`config.mk`:
```
export PLATFORM = sky130hd
export DESIGN_NAME = fetch_pc_sequencer
export DESIGN_NICKNAME = d
export VERILOG_FILES = /design/src/rtl/fetch_pc_sequencer.sv
export SDC_FILE = /design/constraint.sdc
export NUM_CORES = 1
export LEC_CHECK = 0
export BUFFER_PORTS_ARGS = -buffer_cell sky130_fd_sc_hd__clkbuf_2
export CAP_MARGIN = 20
export CORE_UTILIZATION = 45
export CTS_BUF_LIST = sky130_fd_sc_hd__clkbuf_16
export DETAILED_ROUTE_END_ITERATION = 10
export GPL_ROUTABILITY_DRIVEN = 1
export PLACE_DENSITY = 0.77
export SLEW_MARGIN = 5
export SYNTH_ARGS = -nofsm -noshare
export SYNTH_HDL_FRONTEND = slang
export SYNTH_SLANG_ARGS = --single-unit
```
`constraint.sdc`:
```
create_clock -name clk -period 3.1 [get_ports clk]
set_input_delay 0.31 -clock clk [delete_from_list [all_inputs] [get_ports clk]]
set_output_delay 0.31 -clock clk [all_outputs]
set_load 0.05 [all_outputs]
```
`src/rtl/fetch_pc_sequencer.sv`:
```
// Fetch PC owner for the IF stage: selects the next PC (trap, EX flush, prediction, +4),
// issues one imem request at a time and drops responses made stale by a redirect.
module fetch_pc_sequencer #(
  parameter int                XLEN    = 32,
  parameter logic [XLEN-1:0]   PC_INIT = '0,
  parameter int                CNT_W   = 16
) (
  input  logic             clk,
  input  logic             reset,
  input  logic             stall,
  input  logic             trap_valid,
  input  logic [XLEN-1:0]  trap_pc,
  input  logic             ex_flush,
  input  logic [XLEN-1:0]  ex_target,
  input  logic             predict_taken,
  input  logic [XLEN-1:0]  predict_pc,
  output logic             imem_req_valid,
  output logic [XLEN-1:0]  imem_req_addr,
  input  logic             imem_req_ready,
  input  logic             imem_resp_valid,
  input  logic [31:0]      imem_resp_data,
  output logic             if_valid,
  output logic [XLEN-1:0]  if_pc,
  output logic [31:0]      if_instr,
  output logic [CNT_W-1:0] redirect_cnt,
  output logic [1:0]       fsm_state
);

  typedef enum logic [1:0] {
    S_REQ   = 2'd0,
    S_WAIT  = 2'd1,
    S_DRAIN = 2'd2
  } state_t;

  state_t          state;
  logic [XLEN-1:0] pc;
  logic            redir;
  logic [XLEN-1:0] redir_target;
  logic            req_fire;

  function automatic logic [XLEN-1:0] align4(input logic [XLEN-1:0] a);
    return {a[XLEN-1:2], 2'b00};
  endfunction

  always_comb begin
    redir        = trap_valid | ex_flush;
    redir_target = trap_valid ? trap_pc : ex_target;
  end

  // Handshake: a request transfers on a cycle where imem_req_valid & imem_req_ready are both
  // high; once raised, valid and addr stay stable until that cycle unless a redirect or stall
  // intervenes. Each accepted request is answered by exactly one imem_resp_valid pulse.
  assign imem_req_valid = (state == S_REQ) & ~stall & ~redir & ~reset;
  assign imem_req_addr  = pc;
  assign req_fire       = imem_req_valid & imem_req_ready;
  assign fsm_state      = state;

  always_ff @(posedge clk) begin
    if (reset) begin
      state        <= S_REQ;
      pc           <= PC_INIT;
      if_valid     <= 1'b0;
      if_pc        <= '0;
      if_instr     <= '0;
      redirect_cnt <= '0;
    end else begin
      if_valid <= 1'b0;

      if (redir) begin
        pc <= align4(redir_target);
        if (redirect_cnt != {CNT_W{1'b1}})
          redirect_cnt <= redirect_cnt + {{(CNT_W-1){1'b0}}, 1'b1};
      end

      case (state)
        S_REQ: begin
          if (req_fire)
            state <= S_WAIT;
        end
        S_WAIT: begin
          if (imem_resp_valid) begin
            state <= S_REQ;
            // A redirect in the same cycle drops the response; pc is loaded above.
            if (!redir) begin
              if_valid <= 1'b1;
              if_pc    <= pc;
              if_instr <= imem_resp_data;
              pc       <= predict_taken ? align4(predict_pc) : pc + XLEN'(4);
            end
          end else if (redir) begin
            state <= S_DRAIN;
          end
        end
        S_DRAIN: begin
          if (imem_resp_valid)
            state <= S_REQ;
        end
        default: state <= S_REQ;
      endcase
    end
  end

endmodule

```
==> results of run 1 <==
==> cells in the final DEF, fill, tap and decap left out, types with 3 or more instances in the layout <==
| master | Yosys | routed |
|---|---|---|
| nand4_1 | 9 | 9 |
| or3_1 | 4 | 4 |
| nand3_1 | 19 | 19 |
| clkbuf_16 | 0 | 17 |
| nor2_1 | 30 | 29 |
| and4_1 | 6 | 6 |
| a31oi_1 | 7 | 7 |
| nand2_1 | 166 | 165 |
| o31a_1 | 5 | 5 |
| a21oi_1 | 93 | 93 |
| inv_1 | 15 | 17 |
| a211o_1 | 4 | 4 |
| nand3b_1 | 6 | 6 |
| a221oi_1 | 13 | 13 |
| o211ai_1 | 6 | 6 |
| xnor2_1 | 14 | 14 |
| nor3_1 | 24 | 24 |
| bufinv_16 | 0 | 3 |
| clkbuf_2 | 0 | 244 |
| and2_1 | 3 | 3 |
| clkinv_1 | 0 | 6 |
| xor2_1 | 9 | 9 |
| or4_1 | 5 | 5 |
| buf_4 | 0 | 13 |
| a22oi_1 | 5 | 5 |
| a211oi_1 | 9 | 9 |
| a221o_1 | 5 | 5 |
| nor2b_1 | 15 | 15 |
| dfxtp_1 | 115 | 115 |
| nor4_1 | 9 | 9 |
| nand2b_1 | 3 | 3 |
| o31ai_1 | 6 | 6 |
| o22ai_1 | 8 | 8 |
| o21ai_0 | 15 | 15 |
| and3_1 | 10 | 10 |
| mux2i_1 | 11 | 11 |
| or2_2 | 4 | 4 |
==> flip-flops by register name (all words and copies together), names as in the netlist <==
register,count
fsm_state,2
if_instr,32
if_pc,32
if_valid,1
imem_req_addr,32
redirect_cnt,16
==> report_power, final <==
part / internal (mW) / switching, mW / total (mW)
clock: 1.24 / 0.688 / 1.92
sequential: 1.51 / 0.0680 / 1.58
combinational: 0.161 / 0.287 / 0.449
total: 2.91 / 1.04 / 3.95
==> worst max path at each step <==
stage	end	slack, ps	cells past startpoint
global route	imem_req_addr[28]	580	6
detailed placement	redirect_cnt[15]	750	7
CTS	imem_req_addr[28]	750	6
finish	imem_req_addr[28]	750	6
floorplan	imem_req_valid	410	3
global placement	redirect_cnt[13]	750	7
==> Yosys cell counts, types with 7 or more instances <==
library cell	instances	area, µm²
nand4_1	9	56.3
inv_1	15	56.3
nand2_1	166	623
nor3_1	24	120
nor2_1	30	113
nor2b_1	15	93.8
clkbuf_1	48	180
o22ai_1	8	50.1
dfxtp_1	115	2300
mux2i_1	11	110
a221oi_1	13	114
a21oi_1	93	465
nor4_1	9	56.3
xor2_1	9	78.8
nand3_1	19	95.1
a31oi_1	7	43.8
and3_1	10	62.6
o21ai_0	15	75.1
a211oi_1	9	67.6
xnor2_1	14	123
==> logic make-up after synthesis <==
family	count (synthesis)
buffers and inverters	70
adder cells (fa/ha/maj)	2
AO/OA/AOI/OAI	192
flip-flops	115
XOR/XNOR	23
multiplexers	14
AND/OR/NAND/NOR	320
==> area by class of cell <==
type	instances	share of cell area (%)
multi-input combinational	551	41.0
sequential	115	30.3
timing repair buffer	258	17.6
clock buffer	17	5.60
tap	168	2.77
clock inverter	15	1.96
inverter	15	0.742
==> worst max-delay path, cell delays in order (launching register included) <==
cell and delay, ps:
dfxtp_1 500, ha_1 250, nand3_1 210, or2_0 470
nor4_4 360, mux2i_1 120, a2111oi_2 340
==> per-stage QoR <==
step	total power [mW]	hold slack, ps
final	3.95	106
after global routing	4.08	89.9
after CTS	3.97	95.3
after detailed placement	2.06	446
after global placement	2.05	441
after floorplan	1.88	387
==> per-layer routing <==
layer	vias to the layer above	global-route usage, %	routed length, µm
li1	3063	-	-
met1	2897	35.5	7850
met2	285	49.2	9040
met3	25	8.47	1570
met4	0	11.4	313
met5	-	0	0
==> flow_metrics.py, run 1 <==
metrics = {
    "floorplanning": {
        "coreArea_um2": 12200,
        "die_w_um": 114,
        "initial_core_util_pct": 46.6,
        "fp.dieArea_um2": 13100,
        "fp-row-count": 40,
        "io_pins": 252,
        "die_y_um": 114,
    },
    "yosys": {
        "ys_ff_latch": 115,
        "synth_compound_area_share_pct": 21.3,
        "synth_xor_area_share_pct": 3.55,
        "ys_warn_count": 0,
        "synth-edff-count": 0,
        "ys_async_sr_fraction_pct": 0,
        "synth_top_family_by_area": "simple AND/OR/NAND/NOR gates",
        "ys_seq_area_share_pct": 40.6,
        "synth_area_um2": 5670,
        "muxShareOfSynthArea_pct": 2.54,
        "synth_fp_nets": 874,
        "synthAdderAreaFrac_pct": 0.441,
        "syn_avg_cell_area_um2": 7.70,
        "yosysUniqueCellTypes": 56,
        "synth-simple-area-share_pct": 26.8,
        "synthFlopType": "dfxtp_1",
        "synth_cells": 736,
    },
    "placement": {
        "dp.cells": 1107,
        "place_area_um2": 7020,
        "gp_congestion": 0.861,
        "dp_slack_ps": 748,
        "portBuffers": 245,
        "place_hpwl_um": 13100,
    },
    "cells_and_area": {
        "finalCoreUtilization_pct": 62.4,
        "fill_cells": 1197,
        "drive_above_1_share_pct": 30.5,
        "instances_no_fill": 1139,
        "antennaDiodeCount": 0,
        "finalInstanceArea_um2": 7590,
        "fin_nets": 1096,
        "multiInputGateArea_um2": 3110,
        "regArea_um2": 2300,
        "synthToLayoutAreaGrowth_pct": 33.9,
    },
    "route": {
        "drc": 0,
        "vias": 6270,
        "drt_iter0_drc": 426,
        "wire_per_inst_um": 16.5,
        "dr.pass1.iters": 5,
        "postRouteAntennaNets": 0,
        "avgViaCountPerCell": 5.50,
        "wl_um": 18800,
    },
    "global_route": {
        "grt_usage_pct": 29.3,
        "grt_pass1_wl_um": 29400,
        "grt_max_degree": 66,
        "grt_antenna_before_repair": 0,
        "grt_pass1_vias": 5890,
        "gr-total-overflow": 0,
    },
    "worst_setup_path": {
        "r2r_slack_ps": 750,
        "crit_fanout": 8,
        "start_kind": "flop",
        "r2r_end": "imem_req_addr[28]",
        "cp.arrival_ps": 2670,
        "reg2reg_from": "imem_req_addr[2]",
        "endpoint_kind": "flop",
        "startpoint": "imem_req_addr[2]",
        "path_class": "reg2reg",
        "critPathRequiredTime_ps": 3410,
        "worst_r2r_path_depth": 6,
    },
    "clocking": {
        "htreeDepth": 4,
        "path_clk_slew_ps": 50,
        "cts_buffer_depth": 2,
        "cts_hold_buf": 0,
        "cts_num_sinks": 115,
        "cts_setup_buffers": 0,
        "cts_tree": "built",
        "cts_resized": 0,
        "cts_buffers": 17,
        "clk_latency_ps": 420,
        "root_buffer": "clkbuf_16",
    },
    "timing": {
        "finClkSkew_ps": 8.08,
        "finalWorstSetupSlack_ps": 745,
        "maxClockFrequency_ghz": 0.425,
        "relSlewSlack_pct": 44.0,
        "report.final.slew_viol_count": 0,
        "tns_ps": 0,
        "period_share_pct": 76.0,
        "setup_viol": 0,
        "rsz0062_at_grt": "no",
        "worstMarginPinSlew_ps": 839,
        "fin_crit_ps": 2350,
        "finalHoldViolCount": 0,
    },
    "run": {
        "maxCapViolCount": 0,
    },
    "worst_hold_path": {
        "min_from": "imem_resp_data[6]",
        "min_path_type": "in2reg",
        "whs_endpoint": "if_instr[6]",
        "min_path_cells": 3,
    },
    "status": {
        "status": "finished, final reports clean",
    },
    "power_and_ir_drop": {
        "power_leakage_nw": 3.18,
        "vdd_drop_max_v": 0.000340,
        "p_per_area_nw_per_um2": 521,
    },
}
Note: power is estimated with default switching activity, not from simulation.
==> run 2, diff against run 1 <==
--- a/config.mk
+++ b/config.mk
@@ -5,13 +5,14 @@
 export SDC_FILE = /design/constraint.sdc
 export NUM_CORES = 1
 export LEC_CHECK = 0
+export ABC_AREA = 1
 export BUFFER_PORTS_ARGS = -buffer_cell sky130_fd_sc_hd__clkbuf_2
 export CAP_MARGIN = 20
 export CORE_UTILIZATION = 45
 export CTS_BUF_LIST = sky130_fd_sc_hd__clkbuf_16
 export DETAILED_ROUTE_END_ITERATION = 10
 export GPL_ROUTABILITY_DRIVEN = 1
-export PLACE_DENSITY = 0.77
+export PLACE_DENSITY = 0.76
 export SLEW_MARGIN = 5
 export SYNTH_ARGS = -nofsm -noshare
 export SYNTH_HDL_FRONTEND = slang
==> constraint.sdc (replaced) <==
create_clock -name clk -period 2.5 [get_ports clk]
set_input_delay 0.25 -clock clk [delete_from_list [all_inputs] [get_ports clk]]
set_output_delay 0.25 -clock clk [all_outputs]
set_load 0.05 [all_outputs]
==> run 2 against run 1 <==
Clock power rose by 19%; combinational power grew 36%; cell count grew 16%; critical path depth rose by 1; global-route usage shrank 0.89 points; critical path type is now in2out; synthesized cell count grew 24%; count of clock-buffer cells in the layout is the same.
==> flow_metrics.py, run 2 <==
metrics = {
    "status": {
        "status": "finished, final reports clean",
    },
    "yosys": {
        "synthFlopType": "dfxtp_1",
        "synth_cells": 909,
        "syn_avg_cell_area_um2": 6.61,
        "synth-simple-area-share_pct": 31.6,
        "synth_top_family_by_area": "simple AND/OR/NAND/NOR gates",
        "ys_seq_area_share_pct": 38.3,
        "ys_ff_latch": 115,
        "yosysMostFrequentCell": "nand2_1",
        "ys_warn_count": 0,
        "synth_area_leaders": "dfxtp_1, nand2_1, nor2_1",
        "yosysTopAreaCell": "dfxtp_1",
        "ys_async_sr_fraction_pct": 0,
        "yosys.area.top_type_share_pct": 38.3,
        "muxShareOfSynthArea_pct": 0,
        "synth_compound_area_share_pct": 19.6,
        "synth_commonest_cells": "nand2_1, nor2_1, dfxtp_1",
        "synth_fp_nets": 1047,
        "synth-edff-count": 0,
        "synth_area_um2": 6000,
        "yosysUniqueCellTypes": 38,
        "synthAdderAreaFrac_pct": 0.417,
        "synth_xor_area_share_pct": 2.48,
    },
    "placement": {
        "portBuffers": 245,
        "dp.cells": 1288,
        "place_area_um2": 7290,
        "dp_slack_ps": 557,
        "place_hpwl_um": 14400,
        "gp_congestion": 0.973,
    },
    "route": {
        "vias": 6873,
        "wl_met1_um": 8310,
        "wl_met2_um": 9240,
        "highest_layer": "met4",
        "wl_met3_um": 1350,
        "drc": 0,
        "wire_per_inst_um": 14.7,
        "dr.pass1.iters": 6,
        "avgViaCountPerCell": 5.21,
        "drt_iter0_drc": 467,
        "wl_um": 19400,
        "postRouteAntennaNets": 0,
    },
    "clocking": {
        "clk_latency_ps": 410,
        "cts_resized": 0,
        "cts_tree": "built",
        "root_buffer": "clkbuf_16",
        "cts_num_sinks": 115,
        "cts_buffer_depth": 2,
        "htreeDepth": 4,
        "path_clk_slew_ps": 60,
        "cts_setup_buffers": 0,
        "cts_buffers": 17,
        "cts_hold_buf": 0,
    },
    "timing": {
        "report.final.slew_viol_count": 0,
        "finalWorstSetupSlack_ps": 578,
        "tns_ps": 0,
        "setup_viol": 0,
        "maxClockFrequency_ghz": 0.520,
        "finClkSkew_ps": 4.72,
        "finalHoldViolCount": 0,
        "relSlewSlack_pct": 52.0,
        "fin_crit_ps": 1920,
        "period_share_pct": 76.9,
        "rsz0062_at_grt": "no",
        "worstMarginPinSlew_ps": 717,
        "whs_ps": 45.1,
    },
    "power_and_ir_drop": {
        "vdd_drop_max_v": 0.000440,
        "p_per_area_nw_per_um2": 617,
        "power_leakage_nw": 3.47,
        "finalPower_mw": 4.84,
    },
    "worst_setup_path": {
        "start_kind": "input port",
        "path_class": "in2out",
        "endpoint_kind": "primary output",
        "cp.arrival_ps": 1670,
        "slowest_delay_ps": 340,
        "critPathRequiredTime_ps": 2250,
        "cp_slowest_cell": "clkbuf_2",
        "crit_fanout": 17,
        "path_cells": "clkbuf_2, inv_2, nand2_2, inv_2, nand2_1, nor4_1, clkbuf_2",
    },
    "floorplanning": {
        "fp-row-count": 41,
        "coreArea_um2": 12800,
        "die_y_um": 118,
        "io_pins": 252,
        "die_w_um": 118,
        "fp.dieArea_um2": 13800,
        "initial_core_util_pct": 46.8,
    },
    "global_route": {
        "grt_usage_pct": 28.4,
        "grt_pass1_wl_um": 31700,
        "gr-total-overflow": 0,
        "grt_antenna_before_repair": 0,
        "grt_max_degree": 67,
        "grt_pass1_vias": 6403,
    },
    "cells_and_area": {
        "synthToLayoutAreaGrowth_pct": 30.7,
        "finalCoreUtilization_pct": 61.2,
        "instances_no_fill": 1320,
        "drive_above_1_share_pct": 27.8,
        "mostFrequentLayoutCell": "clkbuf_2",
        "mostFrequentLayoutCells": "clkbuf_2, nand2_1, nor2_1, dfxtp_1, o21ai_0",
        "finalInstanceArea_um2": 7850,
        "antennaDiodeCount": 0,
        "fin_nets": 1273,
    },
    "run": {
        "maxCapViolCount": 0,
    },
    "worst_hold_path": {
        "min_path_type": "in2reg",
    },
}
==> run 2: cell count changes in the layout (fill, tap and decap cells not counted), moves of 19 or more <==
cell	before	now
nor2_1	29	168
inv_1	17	46
o21ai_0	15	100
nand3_1	19	47
nand2_1	165	203
nor3_1	24	5
==> run 2: routing by layer <==
| layer | track usage (%) | vias to the layer above |
|---|---|---|
| met3 | 5.62 | 38 |
| met2 | 48.4 | 314 |
| li1 | - | 3441 |
| met1 | 35.2 | 3080 |
| met5 | 0 | - |
| met4 | 11.2 | 0 |
==> run 2: cells by family after synthesis <==
family / after synthesis
AO/OA/AOI/OAI: 217
XOR/XNOR: 17
adder cells (fa/ha/maj): 2
buffers and inverters: 103
flip-flops: 115
AND/OR/NAND/NOR: 455
==> run 2: worst max-delay path, delay by kind of cell <==
family,cells,cell delay (ps)
buffers and inverters,4,930
AND/OR/NAND/NOR,3,480
==> run 2: cell type report <==
| class | count | area (µm²) |
|---|---|---|
| Sequential cell | 115 | 2300 |
| Inverter | 54 | 205 |
| Tap cell | 172 | 215 |
| Fill cell | 1241 | 4970 |
| Clock inverter | 15 | 135 |
| Clock buffer | 17 | 425 |
| Timing Repair Buffer | 256 | 1320 |
| Multi-Input combinational cell | 691 | 3250 |
==> run 2: final timing paths <==
check	startpoint	end	slack (ps)	depth (start not counted)
worst min register to register	imem_req_addr[1]	imem_req_addr[1]	480	2
worst max register to register	imem_req_addr[2]	imem_req_addr[12]	590	8
worst min-delay path	imem_req_ready	fsm_state[0]	50	3
worst max-delay path	trap_valid	imem_req_valid	580	7
==> run 2: power breakdown <==
group / internal [mW] / total [mW] / switching, mW
Sequential: 1.88 / 1.95 / 0.0733
Clock: 1.37 / 2.28 / 0.915
Combinational: 0.202 / 0.609 / 0.407
Total: 3.45 / 4.84 / 1.39
